`config.mk`:
```
export PLATFORM = sky130hd
export DESIGN_NAME = ophd_exception_sequencer
export DESIGN_NICKNAME = d
export VERILOG_FILES = /design/src/rtl/ophd_exception_sequencer.sv
export SDC_FILE = /design/constraint.sdc
export NUM_CORES = 1
export LEC_CHECK = 0
export BUFFER_PORTS_ARGS = -buffer_cell sky130_fd_sc_hd__clkbuf_2
export CAP_MARGIN = 20
export CORE_ASPECT_RATIO = 1.1
export CORE_UTILIZATION = 45
export CTS_CLUSTER_SIZE = 20
export DETAILED_ROUTE_END_ITERATION = 10
export PLACE_DENSITY = 0.72
export SYNTH_ARGS = -nofsm -noshare
export SYNTH_HDL_FRONTEND = slang
export SYNTH_SLANG_ARGS = --single-unit
export TNS_END_PERCENT = 10
```
`constraint.sdc`:
```
create_clock -name Clk -period 2.7 [get_ports Clk]
set_input_delay 0.27 -clock Clk [delete_from_list [all_inputs] [get_ports Clk]]
set_output_delay 0.27 -clock Clk [all_outputs]
set_load 0.05 [all_outputs]
```
`src/rtl/ophd_exception_sequencer.sv`:
```
// ophd_exception_sequencer
// Runs the exception work that the opcode-head decoder only flags.
// At each opcode-head boundary it arbitrates in the order BUSRQ, then NMI, then INT.
// It owns IFF1/IFF2 and the one-instruction EI delay.
// It runs the bus-release, NMI and INT (IM0/1/2) acknowledge sequences through
// handshakes with the bus unit and the datapath.
// It hands back either a restart vector or an IM0 opcode.
module ophd_exception_sequencer #(
    parameter logic [15:0] NMI_VEC = 16'h0066,
    parameter logic [15:0] IM1_VEC = 16'h0038
) (
    input  logic        Clk,
    input  logic        Reset,
    input  logic        ophd,
    input  logic        BUSRQ,
    input  logic        TNMI,
    input  logic        TINT,
    input  logic [1:0]  IM,
    input  logic [7:0]  Ireg,
    input  logic        ei,
    input  logic        di,
    input  logic        retn,
    output logic        BUSAK,
    output logic        Reset_TNMI,
    output logic        IFF1,
    output logic        IFF2,
    output logic        iack_req,
    input  logic        iack_done,
    input  logic [7:0]  iack_data,
    output logic        push_req,
    input  logic        push_done,
    output logic        rd_req,
    output logic [15:0] rd_addr,
    input  logic        rd_done,
    input  logic [7:0]  rd_data,
    output logic        vec_valid,
    output logic [15:0] vec,
    output logic        op_valid,
    output logic [7:0]  op,
    output logic        busy
);

    typedef enum logic [3:0] {
        IDLE,
        BUSREL,
        NMI_PUSH,
        INT_ACK,
        OP_OUT,
        INT_PUSH,
        RD_LO,
        RD_HI,
        VECTOR
    } state_t;

    state_t      state_q, state_d;
    logic        iff1_q, iff1_d;
    logic        iff2_q, iff2_d;
    logic        ei_pend_q, ei_pend_d;
    logic        rst_tnmi_q, rst_tnmi_d;
    logic        im2_q, im2_d;
    logic [15:0] vec_q, vec_d;
    logic [15:0] addr_q, addr_d;
    logic [7:0]  data_q, data_d;

    // State register and the datapath registers that travel with it.
    always_ff @(posedge Clk or posedge Reset) begin
        if (Reset) begin
            state_q    <= IDLE;
            iff1_q     <= 1'b0;
            iff2_q     <= 1'b0;
            ei_pend_q  <= 1'b0;
            rst_tnmi_q <= 1'b0;
            im2_q      <= 1'b0;
            vec_q      <= 16'h0000;
            addr_q     <= 16'h0000;
            data_q     <= 8'h00;
        end else begin
            // NOTE: non-blocking here so every register samples the pre-edge value of the others.
            state_q    <= state_d;
            iff1_q     <= iff1_d;
            iff2_q     <= iff2_d;
            ei_pend_q  <= ei_pend_d;
            rst_tnmi_q <= rst_tnmi_d;
            im2_q      <= im2_d;
            vec_q      <= vec_d;
            addr_q     <= addr_d;
            data_q     <= data_d;
        end
    end

    // Next-state, IFF bookkeeping and sequence datapath.
    // Later assignments override earlier ones, so the code is written lowest priority first.
    always_comb begin
        // NOTE: every variable gets a default first so no path leaves it unassigned (no latches).
        state_d    = state_q;
        iff1_d     = iff1_q;
        iff2_d     = iff2_q;
        ei_pend_d  = ei_pend_q;
        rst_tnmi_d = 1'b0;
        im2_d      = im2_q;
        vec_d      = vec_q;
        addr_d     = addr_q;
        data_d     = data_q;

        // A pending EI takes effect at the next boundary that is not handed to the bus.
        if (state_q == IDLE && ophd && !BUSRQ && ei_pend_q) begin
            iff1_d    = 1'b1;
            iff2_d    = 1'b1;
            ei_pend_d = 1'b0;
        end
        if (ei) begin
            ei_pend_d = 1'b1;
        end
        if (retn) begin
            iff1_d = iff2_q;
        end
        // DI also cancels a pending EI, so the enable never lands after the disable.
        if (di) begin
            iff1_d    = 1'b0;
            iff2_d    = 1'b0;
            ei_pend_d = 1'b0;
        end

        case (state_q)
            IDLE: begin
                if (ophd) begin
                    if (BUSRQ) begin
                        state_d = BUSREL;
                    end else if (TNMI) begin
                        state_d    = NMI_PUSH;
                        rst_tnmi_d = 1'b1;
                        iff2_d     = iff1_q;
                        iff1_d     = 1'b0;
                        vec_d      = NMI_VEC;
                    end else if (TINT && iff1_q && !ei_pend_q) begin
                        state_d = INT_ACK;
                        iff1_d  = 1'b0;
                        iff2_d  = 1'b0;
                    end
                end
            end
            BUSREL: begin
                if (!BUSRQ) begin
                    state_d = IDLE;
                end
            end
            NMI_PUSH: begin
                if (push_done) begin
                    state_d = VECTOR;
                end
            end
            INT_ACK: begin
                if (iack_done) begin
                    data_d = iack_data;
                    case (IM)
                        2'd0: state_d = OP_OUT;
                        2'd1: begin
                            state_d = INT_PUSH;
                            im2_d   = 1'b0;
                            vec_d   = IM1_VEC;
                        end
                        default: begin
                            state_d = INT_PUSH;
                            im2_d   = 1'b1;
                            addr_d  = {Ireg, iack_data & 8'hFE};
                        end
                    endcase
                end
            end
            OP_OUT: state_d = IDLE;
            INT_PUSH: begin
                if (push_done) begin
                    state_d = im2_q ? RD_LO : VECTOR;
                end
            end
            RD_LO: begin
                if (rd_done) begin
                    vec_d[7:0] = rd_data;
                    addr_d     = addr_q + 16'd1;
                    state_d    = RD_HI;
                end
            end
            RD_HI: begin
                if (rd_done) begin
                    vec_d[15:8] = rd_data;
                    state_d     = VECTOR;
                end
            end
            VECTOR:  state_d = IDLE;
            default: state_d = IDLE;
        endcase
    end

    // Handshake outputs are decoded straight from the state, so each request drops on the edge that ends its state.
    assign BUSAK      = (state_q == BUSREL);
    assign Reset_TNMI = rst_tnmi_q;
    assign IFF1       = iff1_q;
    assign IFF2       = iff2_q;
    assign iack_req   = (state_q == INT_ACK);
    assign push_req   = (state_q == NMI_PUSH) || (state_q == INT_PUSH);
    assign rd_req     = (state_q == RD_LO) || (state_q == RD_HI);
    assign rd_addr    = addr_q;
    assign vec_valid  = (state_q == VECTOR);
    assign vec        = vec_q;
    assign op_valid   = (state_q == OP_OUT);
    assign op         = data_q;
    assign busy       = (state_q != IDLE);

endmodule

```
==> out/qor.txt, run 1 <==
Routed WL = 6380 µm
DRT met1 WL = 2910 µm
total grt overflow = 0
Final Hold Viols = 20
clk_lat worst skew = 300 ps
Yosys reg bits = 49
Leak = 0.00156 µW
result of the run = complete, but fails checks
Die Wd = 75.8 µm
RSZ-0062 raised after global routing = no
placed cells = 450
routed length on met3 = 411 µm
CP Data Arrival Time = 2580 ps
Finish-stage setup viols = 0
Critical-path top delay cell = dfrtp_1
skew final = 9.63 ps
VDD IR-drop max = 0.000632 V
crit-path max cell delay = 570 ps
total vias in the final route = 2,467
Avg Inst Size Synth = 9.11 µm²
Final Max Slew Viols = 0
Max-slew headroom = 56.0%
DR iter-0 viols = 116
synth warn = 0
CP bufs+invs = 0
most frequent cells in the layout = clkbuf_2 (87), dfrtp_1 (49), nand2_1 (32)
post-DR wirelength/cell = 14.0 µm
syn nets = 335
Stages on worst setup path = 5
first-pass GRT wire length = 10,600 µm
routed length on met2 = 2940 µm
cells on worst reg2reg path = 5
Max Clock Freq = 0.418 GHz
violated checks = hold timing
drt via density = 5.41
vias in the first global route = 2,224
nets = 419
final hold slack = -10.2 ps
Worst path top cell family by delay = simple AND/OR/NAND/NOR gates
GP Congestion = 0.951
WP data required = 2890 ps
post-CTS resize count = 0
I/O pin count = 88
DRC viols = 0
critical path class = register to register
clk buf depth = 2
main flop type after synthesis = dfrtp_1
worst min-delay path class = input pin to async pin
TritonCTS buffer count = 5
die footprint = 6310 µm²
FFs w/ async S/R, synth = 100%
min cycle time layout = 2390 ps
post-synthesis cell count = 296
CTS clk-pin slew, worst paths = 80 ps
area delta synth->final = 21.3%
Setup TNS Final = 0 ps
PD cells = 1230 nW/µm²
post-DP HPWL = 4810 µm
CTS Hold Bufs = 0
CP endpoint kind = register
Pre-antenna DRT Iters = 4
CP Max Fanout = 14
n_diodes = 0
Startpoint Class = register
Max-Cap Viols = 0
PortBufs = 87
count of different cell masters after synthesis = 50
Least-Margin Pin Slew = 658 ps
Post-CTS Setup Bufs = 0
starting density of the core = 46.8%
Post-DRT Antenna Nets = 0
Synth Cell Area = 2700 µm²
pin count of the biggest net entering global routing = 34
clk sink count = 49
TritonCTS clock tree = built
die span in y = 83.2 µm
Row Count = 29
sequential element share of the synthesized area = 45.5%
worst setup path start = state_q[2]$_DFFE_PP0P_
critical path cell sequence = or4_1, o2bb2ai_1, or3b_4, or3_1, mux2_4
most common cell after layout, fill and taps aside = clkbuf_2
FF-to-FF Start = state_q[2]$_DFFE_PP0P_
Post-synth EDFFs = 0
uppermost routed layer = met4
H-tree levels = 2
Core Box Area = 5770 µm²
fin crit share = 88.6%
CTS root buf = clkbuf_8
initial antenna violation count = 0
Layout Cells excl Fill = 456
fraction of layout cells with a size suffix above 1 = 31.1%
Tot GR Track Use = 21.7%
-- synthesized netlist by cell type, drive strengths merged (2+ instances only) --
library cell / number / share of area, %
or4: 2 / 0.56
o31ai: 2 / 0.56
mux2: 10 / 4.3
o22ai: 6 / 1.4
clkbuf: 12 / 1.7
o211ai: 2 / 0.56
nand2: 32 / 4.5
nor3b: 4 / 1.1
nand3: 10 / 2.0
mux2i: 12 / 4.5
and3: 3 / 0.70
a31oi: 2 / 0.46
nor3: 7 / 1.3
or3: 3 / 0.70
nand4: 4 / 0.93
a22oi: 2 / 0.56
and4: 2 / 0.65
buf: 6 / 1.8
a2bb2oi: 5 / 1.6
nand2b: 5 / 1.2
o2bb2ai: 3 / 0.97
and2: 5 / 1.2
nor2: 19 / 2.6
o21ai: 17 / 3.3
a21oi: 28 / 5.2
a21o: 2 / 0.56
nor2b: 5 / 1.2
dfrtp: 49 / 45
inv: 19 / 2.6
o22a: 3 / 0.97
-- state kept, by name (all words and copies together) (netlist names) --
name / flops
IFF1: 1
op: 8
ei_pend_q: 1
IFF2: 1
rd_addr: 16
vec: 16
state_q: 4
im2_q: 1
Reset_TNMI: 1
-- final cells by class --
| type | count | area (µm²) |
|---|---|---|
| fillers | 528 | 2500 |
| repair buffers | 95 | 495 |
| clock inverters | 1 | 5.00 |
| inverters | 19 | 71.3 |
| multi-input cells | 210 | 1310 |
| well taps | 77 | 96.3 |
| flip-flops and latches | 49 | 1230 |
| clock buffers | 5 | 68.8 |
-- through the flow --
step	hold WS [ps]	util [%]	setup slack, ps	total power [µW]	instance area [µm²]
final	-10.2	56.7	308	4010	3270
after CTS	9.64	56.7	325	4040	3270
after global placement	334	55.4	396	3590	3200
after global routing	26.7	56.7	206	4270	3270
after detailed placement	336	55.4	333	3630	3200
after floorplan	336	-	57.0	3150	2700
-- path summary, 6_finish.rpt --
check	slack (ps)	to
max reg2reg	310	vec[2]$_DFFE_PP0P_
min reg2reg	510	op[0]$_DFFE_PP0P_
max	310	vec[2]$_DFFE_PP0P_
min in group Clk	140	ei_pend_q$_DFFE_PP0P_
min	-10	vec[7]$_DFFE_PP0P_
max in group asynchronous	1980	rd_addr[1]$_DFFE_PP0P_
-- cells by family (layout without fill, tap and decap cells) --
kind of cell | after synthesis | in the layout | synth area share, %
buffers and inverters | 37 | 120 | 6.12
AOI/OAI and AO/OA | 79 | 79 | 18.5
DFF | 49 | 49 | 45.5
and+or+nand+nor | 108 | 108 | 20.7
muxes | 22 | 22 | 8.77
adders and majority gates | 1 | 1 | 0.464
-- report_power, final --
group	switching, µW	total (µW)	leakage (µW)	internal, µW
registers	257	1240	0.000604	984
logic	1650	2380	0.000919	730
clock network	226	397	0.0000399	171
total	2130	4010	0.00156	1880
-- layer usage --
| metal | track usage (%) | vias up |
|---|---|---|
| li1 | - | 1222 |
| met1 | 30.3 | 1143 |
| met2 | 32.9 | 92 |
| met3 | 4.98 | 10 |
| met4 | 6.73 | 0 |
| met5 | 0 | - |
-- worst reg2reg max path, cell delays in order (launching register included) --
cell,delay (ps)
dfrtp_1,570
or4_1,310
o2bb2ai_1,130
or3b_4,430
or3_1,510
mux2_4,340
Note: power is estimated with default switching activity, not from simulation.
==> run 2, diff against run 1 <==
--- a/config.mk
+++ b/config.mk
@@ -5,13 +5,14 @@
 export SDC_FILE = /design/constraint.sdc
 export NUM_CORES = 1
 export LEC_CHECK = 0
-export BUFFER_PORTS_ARGS = -buffer_cell sky130_fd_sc_hd__clkbuf_2
 export CAP_MARGIN = 20
 export CORE_ASPECT_RATIO = 1.1
 export CORE_UTILIZATION = 45
 export CTS_CLUSTER_SIZE = 20
 export DETAILED_ROUTE_END_ITERATION = 10
-export PLACE_DENSITY = 0.72
+export DONT_BUFFER_PORTS = 1
+export RECOVER_POWER = 100
+export SLEW_MARGIN = 20
 export SYNTH_ARGS = -nofsm -noshare
 export SYNTH_HDL_FRONTEND = slang
 export SYNTH_SLANG_ARGS = --single-unit
==> out/qor.txt, run 2 (synthesis gave the netlist of run 1 again) <==
Worst Slack Setup Final = 316 ps (+8.36 ps)
Setup TNS Final = 0 ps (unchanged)
DRC viols = 0 (unchanged)
fin crit share = 88.3% (-0.31 points)
clk sink count = 49 (unchanged)
Finish-stage setup viols = 0 (unchanged)
initial antenna violation count = 0 (unchanged)
first-pass GRT wire length = 10,400 µm (-1.5%)
total vias in the final route = 2,230 (-9.6%)
nets = 349 (-17%)
Routed WL = 6530 µm (+2.5%)
CTS clk-pin slew, worst paths = 90 ps (about the same)
Core Box Area = 5770 µm² (unchanged)
Pre-antenna DRT Iters = 4 (unchanged)
CP Max Fanout = 8 (-6)
TritonCTS clock tree = built
Die Wd = 75.8 µm (unchanged)
post-DR wirelength/cell = 16.8 µm (+20%)
I/O pin count = 88 (unchanged)
PD cells = 1340 nW/µm² (+9.4%)
Max-Cap Viols = 0 (unchanged)
Post-CTS Setup Bufs = 0 (unchanged)
most common cell after layout, fill and taps aside = dfrtp_1
vias in the first global route = 2,131 (-4.2%)
post-DP HPWL = 4750 µm (-1.3%)
RSZ-0062 raised after global routing = no
pre-CTS setup slack = 352 ps (+19.7 ps)
Tot GR Track Use = 21.5% (-0.22 points)
die span in y = 83.2 µm (unchanged)
starting density of the core = 46.8% (unchanged)
drt via density = 5.75 (+6.2%)
Max Clock Freq = 0.419 GHz (+0.35%)
H-tree levels = 2 (unchanged)
Row Count = 29 (unchanged)
fraction of layout cells with a size suffix above 1 = 10.9% (-20 points)
Final Max Slew Viols = 0 (unchanged)
clk buf depth = 2 (unchanged)
Final Hold Viols = 0 (-100%)
worst min-delay path class = input pin to register
post-CTS resize count = 0 (unchanged)
Post-DRT Antenna Nets = 0 (unchanged)
n_diodes = 0 (unchanged)
area delta synth->final = 9.83%
min cycle time layout = 2380 ps (-8.36 ps)
skew final = 6.40 ps (-3.23 ps)
critical path class = register to register
CP Data Arrival Time = 2580 ps (about the same)
VDD IR-drop max = 0.000642 V (+1.7%)
Total Power = 3970 µW (-0.95%)
PortBufs = 0 (-100%)
clk_lat worst skew = 300 ps (about the same)
WP data required = 2890 ps (about the same)
Startpoint Class = register
TritonCTS buffer count = 5 (unchanged)
CP endpoint kind = register
Leak = 0.00124 µW (-21%)
pin count of the biggest net entering global routing = 39 (+15%)
final core utilization = 51.4% (-5.4 points)
fin area = 2960 µm² (-9.4%)
DR iter-0 viols = 128 (+10%)
total grt overflow = 0 (unchanged)
Least-Margin Pin Slew = 894 ps (+236 ps)
GP Congestion = 0.868 (-8.7%)
most frequent cells in the layout = dfrtp_1 (49), nand2_1 (32), a21oi_1 (28)
CTS root buf = clkbuf_8
CTS Hold Bufs = 1 (+1)
result of the run = finished clean
die footprint = 6310 µm² (unchanged)
Post-DP Area = 2910 µm² (-8.9%)
Max-slew headroom = 40.4% (-16 points)
## run 2: changes by cell type in the layout (fill, tap and decap cells not counted), sizes merged
cell         before  now
clkbuf           92   21
buf               8    9
dlygate4sd3       0    1
clkinvlp          0    1
bufinv            0    1
clkinv            1    0
## run 2: critical path, stage by stage, from the launching register on
cell and delay, ps:
dfrtp_1 330, clkbuf_1 660, and4_1 370, nand4_1 280, or3_1 460, o21ai_0 80, a21oi_1 80
## run 2: cell type report
cell class                 instances  area [µm²]
tap                               77        96.3
inverter                          19        71.3
multi-input combinational        210        1310
sequential                        49        1230
clock buffer                       6        82.6
fill                             548        2810
clock inverter                     2        37.5
timing repair buffer              25         135
## run 2: layer usage
layer | share of wire [%] | track usage, % | wire length (µm)
met1 | 43 | 28.0 | 2800
met2 | 50 | 35.1 | 3260
met3 | 6.4 | 4.61 | 420
met4 | 0.90 | 6.23 | 59
met5 | 0 | 0 | 0
## run 2: worst paths after layout
check	startpoint	cells after the start	end	slack, ps
setup / recovery	rd_addr[6]$_DFFE_PP0P_	6	rd_addr[13]$_DFFE_PP0P_	320
hold / removal	di	1	ei_pend_q$_DFFE_PP0P_	20
setup reg to reg	rd_addr[6]$_DFFE_PP0P_	6	rd_addr[13]$_DFFE_PP0P_	320
hold reg to reg	rd_addr[0]$_DFFE_PP0P_	1	rd_addr[0]$_DFFE_PP0P_	490
max in group asynchronous	Reset	3	IFF2$_DFF_PP0_	960
min in group asynchronous	Reset	2	rd_addr[13]$_DFFE_PP0P_	490
## run 2: where the power goes
part           switching, µW  leakage [µW]  internal, µW
Sequential               730      0.000604           972
Clock                    250     0.0000574           301
Combinational           1130      0.000576           588
## run 2: stage by stage
step                      hold WS [ps]  std cells
after floorplan                    336        296
after global placement             149        379
after detailed placement           147        379
after CTS                         15.4        388
after global routing              10.6        388
final                             23.7        388
